$ cat src/rtl/index_fifo.sv
// -----------------------------------------------------------------------------
// index_fifo
//   Small synchronous FIFO that buffers encoder indices between an upstream
//   producer and a downstream consumer using a valid/ready handshake.
//
// Ports
//   clk        : single clock, all state updates on its rising edge
//   rst        : asynchronous, active-high reset (clears pointers, count, overflow)
//   flush      : synchronous clear of all entries (overflow is kept)
//   in_valid   : upstream index valid this cycle
//   in_index   : index to enqueue (IW bits)
//   in_ready   : FIFO can accept a write this cycle (count < DEPTH)
//   out_valid  : out_index holds the oldest stored entry (count != 0)
//   out_index  : oldest stored index
//   out_ready  : downstream takes out_index this cycle
//   count      : number of stored entries
//   overflow   : sticky flag, set when a write is attempted while full
// -----------------------------------------------------------------------------
module index_fifo #(
    parameter int encoderWidth = 16,
    parameter int DEPTH        = 4,
    localparam int IW          = $clog2(encoderWidth),
    localparam int PW          = $clog2(DEPTH),
    localparam int CW          = $clog2(DEPTH) + 1
) (
    input  logic          clk,
    input  logic          rst,
    input  logic          flush,
    input  logic          in_valid,
    input  logic [IW-1:0] in_index,
    output logic          in_ready,
    output logic          out_valid,
    output logic [IW-1:0] out_index,
    input  logic          out_ready,
    output logic [CW-1:0] count,
    output logic          overflow
);

    logic [IW-1:0] mem_q [DEPTH];
    logic [PW-1:0] wr_ptr_q, wr_ptr_d;
    logic [PW-1:0] rd_ptr_q, rd_ptr_d;
    logic [CW-1:0] cnt_q, cnt_d;
    logic          ovf_q, ovf_d;
    logic          wr_en, rd_en;

    // Handshake flags depend only on registered count, so there is no
    // combinational path from out_ready to in_ready.
    assign in_ready  = (cnt_q < CW'(DEPTH));
    assign out_valid = (cnt_q != '0);
    assign out_index = mem_q[rd_ptr_q];
    assign count     = cnt_q;
    assign overflow  = ovf_q;

    always_comb begin
        wr_en    = in_valid && in_ready && !flush;
        rd_en    = out_valid && out_ready && !flush;
        wr_ptr_d = wr_ptr_q;
        rd_ptr_d = rd_ptr_q;
        cnt_d    = cnt_q;
        ovf_d    = ovf_q;

        if (flush) begin
            // Flush overrides any write/read this cycle and never touches overflow.
            wr_ptr_d = '0;
            rd_ptr_d = '0;
            cnt_d    = '0;
        end else begin
            // Pointers are exactly PW bits wide; DEPTH is a power of two so
            // the natural rollover wraps DEPTH-1 -> 0.
            if (wr_en) wr_ptr_d = wr_ptr_q + PW'(1);
            if (rd_en) rd_ptr_d = rd_ptr_q + PW'(1);
            case ({wr_en, rd_en})
                2'b10:   cnt_d = cnt_q + CW'(1);
                2'b01:   cnt_d = cnt_q - CW'(1);
                default: cnt_d = cnt_q;
            endcase
            if (in_valid && !in_ready) ovf_d = 1'b1;
        end
    end

    always_ff @(posedge clk or posedge rst) begin
        if (rst) begin
            wr_ptr_q <= '0;
            rd_ptr_q <= '0;
            cnt_q    <= '0;
            ovf_q    <= 1'b0;
        end else begin
            wr_ptr_q <= wr_ptr_d;
            rd_ptr_q <= rd_ptr_d;
            cnt_q    <= cnt_d;
            ovf_q    <= ovf_d;
        end
    end

    // Storage is not reset; stale contents are never visible because
    // out_valid gates them.
    always_ff @(posedge clk) begin
        if (wr_en) mem_q[wr_ptr_q] <= in_index;
    end

endmodule

$ cat config.mk
export PLATFORM = sky130hd
export DESIGN_NAME = index_fifo
export DESIGN_NICKNAME = d
export VERILOG_FILES = /design/src/rtl/index_fifo.sv
export SDC_FILE = /design/constraint.sdc
export NUM_CORES = 1
export LEC_CHECK = 0
export CAP_MARGIN = 20
export CORE_MARGIN = 2
export CORE_UTILIZATION = 56
export CTS_BUF_LIST = sky130_fd_sc_hd__clkbuf_8 sky130_fd_sc_hd__clkbuf_16
export DETAILED_ROUTE_END_ITERATION = 10
export GPL_TIMING_DRIVEN = 1
export PLACE_DENSITY_LB_ADDON = 0.3
export SLEW_MARGIN = 20
export SYNTH_ARGS = -nofsm -noshare
export SYNTH_HDL_FRONTEND = slang
export SYNTH_SLANG_ARGS = --single-unit
$ cat constraint.sdc
create_clock -name clk -period 6.3 [get_ports clk]
set_input_delay 0.945 -clock clk [delete_from_list [all_inputs] [get_ports clk]]
set_output_delay 0.945 -clock clk [all_outputs]
set_load 0.05 [all_outputs]
==> reports/qor.csv <==
metric,value,unit
sw power,0.0001433,W
Logic pwr share,31.9,%
period utilization,48.58,%
first-pass GRT wire length,3394,um
CP required,5.35,ns
CTS tree,yes,
static leakage,0.5211,nW
"Power, Total",0.0004215,W
final core occ,70.08,%
Post-Syn Instances,84,
Simple-Gate Fraction of Synth Area,11.34,%
worst path bufs/invs,1,
Final GP Congestion,0.7679,
clock tree sinks,24,
FILL cells,131,
crit end category,primary output,
Die W,50.12,um
Cell Int Power,0.0002783,W
"EDFF count, synth",16,
Synth Register Bits,24,
Compound-Gate Fraction of Synth Area,7.668,%
Root Buffer,clkbuf_8,
CTS H-Tree Depth,1,
register area share after synthesis,57.14,%
mux share of post-synthesis cell area,7.563,%
DR iter-0 viols,12,
status,finished clean,
row cnt,16,
hold path cells,1,
final WL,2054,um
Slew @ Worst Pin,0.5133,ns
hold path startpoint,overflow,
post-DR vias/cell,5.578,
Setup WS pre-CTS,3.187,ns
share of cells above drive strength 1,15.84,%
Mean Syn Cell Area,14.18,um2
Clock Skews,0.001394,ns
worst-skew pair later-pin latency,0.26,ns
Levels on crit path,2,
Final #Nets,116,
worst setup path start,rd_ptr_q[0],
RSZ-0062 raised after global routing,no,
Crit Path Max Fanout,6,
critical path class,flop to primary output,
Max Fclk,326.8,MHz
Post-CTS Setup Inserts,0,
GRT overflow,0,
count of unique library cells instantiated by Yosys,29,
setup ws final,3.240,ns
gr usage total,18.73,%
core area,1982,um2
Mapped Nets,98,
Peak VDD IR,0.2191,mV
CTS resizes,0,
CP peak stage delay,0.72,ns
"Top FF cell, synth",edfxtp_1,
# diodes,0,
die area,2512,um2
"Arr. time, crit path",2.12,ns
Hold Path Sink,overflow,
detailed-route DRC error count,0,
Max transition margin,65.67,%
# IOs,19,
CTS Buffer Depth,2,
max-slew violations,0,
setup TNS,0,ns
max cap viols,0,
Initial Utilization,60.10,%
die height,50.12,um
1st-pass router iterations,4,
vias in the first global route,727,
share of flip-flops with an asynchronous set or reset,33.33,%
post-DP HPWL,1483,um
setup violators final,0,
Synth Area in Adders,5.882,%
Hold WC Path Type,flop to flop,
r2r setup slk,4.06,ns
CP top delay family,buffers and inverters,
cell chain of the critical path,"mux4_2, clkdlybuf4s50_1",
"Hold-fix buffers, CTS",0,
CTS buffer count,3,
number of port buffers,18,
post-DR wirelength/cell,16.05,um
post-synthesis cell area,1191,um2
share of power burned in registers,46.6,%
main combinational cell family by area after synthesis,simple AND/OR/NAND/NOR gates,
critical path's slowest cell,clkdlybuf4s50_1,
Layout area overhead,16.60,%
clock share of power,21.5,%
R2R Path End,count[2],
CP startpoint kind,flop,
pwr dens,303.5,nW/um2
Hold WS,0.4771,ns
Synth Warn #,0,
antenna violations before repair,0,
vias,714,
DRT antenna net count,0,
worst-case reg-to-reg path depth,8,
pin count of the biggest net entering global routing,14,
switch share,33.99,%
XOR/XNOR Fraction of Synth Area,3.676,%
worst r2r src,count[0],
fin crit period,3.060,ns
clock slew at reported path FFs,0.08,ns
final hold vios,0,
==> power by group through the flow <==
stage | combinational [W] | sequential, W | clock (W)
after floorplan | 0.0000858 | 0.000214 | 0
after global placement | 0.000131 | 0.000200 | 0
after detailed placement | 0.000133 | 0.000200 | 0
after CTS | 0.000135 | 0.000197 | 0.0000903
after global routing | 0.000141 | 0.000200 | 0.0000983
final | 0.000134 | 0.000196 | 0.0000907
==> layer usage <==
metal  up-vias  GRT usage [%]  share of wire, %
li1        334              -                 -
met3         4          3.030               5.5
met1       351          23.77                40
met5         -              0                 0
met2        25          32.02                53
met4         0          6.944               1.4
==> placed cells by master (no fill, tap or decap), types with 3 or more instances in the layout <==
| master | Yosys | routed |
|---|---|---|
| and3_1 | 4 | 4 |
| xor2_1 | 3 | 3 |
| o21ai_0 | 3 | 3 |
| clkbuf_8 | 2 | 3 |
| nor2_1 | 9 | 9 |
| dfrtp_1 | 8 | 8 |
| inv_1 | 5 | 5 |
| ha_1 | 4 | 4 |
| mux4_2 | 4 | 4 |
| edfxtp_1 | 16 | 16 |
| clkdlybuf4s50_1 | 0 | 18 |
| a21oi_1 | 3 | 3 |
==> area by class of cell <==
cell class,count,area [um2],area share (%)
sequential,24,680.7,49.01
tap,27,33.78,2.432
inverter,5,18.77,1.351
clock inverter,1,3.754,0.2703
multi-input combinational,50,430.4,30.99
clock buffer,3,41.29,2.973
timing repair buffer,18,180.2,12.97
==> state kept, by name (all words and copies together) (netlist names) <==
name,cells
wr_ptr_q,2
count,3
rd_ptr_q,2
overflow,1
mem_q,16
==> worst reg2reg max path: stages, from the launching register on <==
cell	delay [ns]
dfrtp_1	0.50
or3_4	0.45
nand2_2	0.10
nor3_1	0.07
fa_1	0.39
nand2b_1	0.18
nor4_1	0.24
a21oi_1	0.08
a21oi_1	0.16
==> per-stage QoR <==
step / std cells / instance area [um2]
floorplan: 84 / 1191
global placement: 124 / 1344
detailed placement: 124 / 1344
CTS: 128 / 1389
global route: 128 / 1389
finish: 128 / 1389
==> cells in the mapped netlist (2+ instances only) <==
master	number	area, um2
inv_1	5	18.77
nand3_1	2	10.01
o21ai_0	3	15.01
nor2_1	9	33.78
xnor2_1	2	17.52
xor2_1	3	26.28
buf_6	3	33.78
clkbuf_8	2	27.53
edfxtp_1	16	480.5
a21oi_1	3	15.01
and3_1	4	25.02
ha_1	4	50.05
mux4_2	4	90.09
nand2_1	2	7.510
dfrtp_1	8	200.2
==> kinds of logic after synthesis <==
kind of cell             count (synthesis)
flip-flops                              24
multiplexers                             4
XOR/XNOR                                 5
AND/OR/NAND/NOR                         24
buffers and inverters                   10
adder cells (fa/ha/maj)                  5
AO/OA/AOI/OAI                           12
==> how the worst max path moves through the flow <==
stage                        end
global placement        count[2]
CTS                 out_index[2]
floorplan               count[2]
global route        out_index[2]
detailed placement      count[2]
finish              out_index[2]
Note: power is estimated with default switching activity, not from simulation.
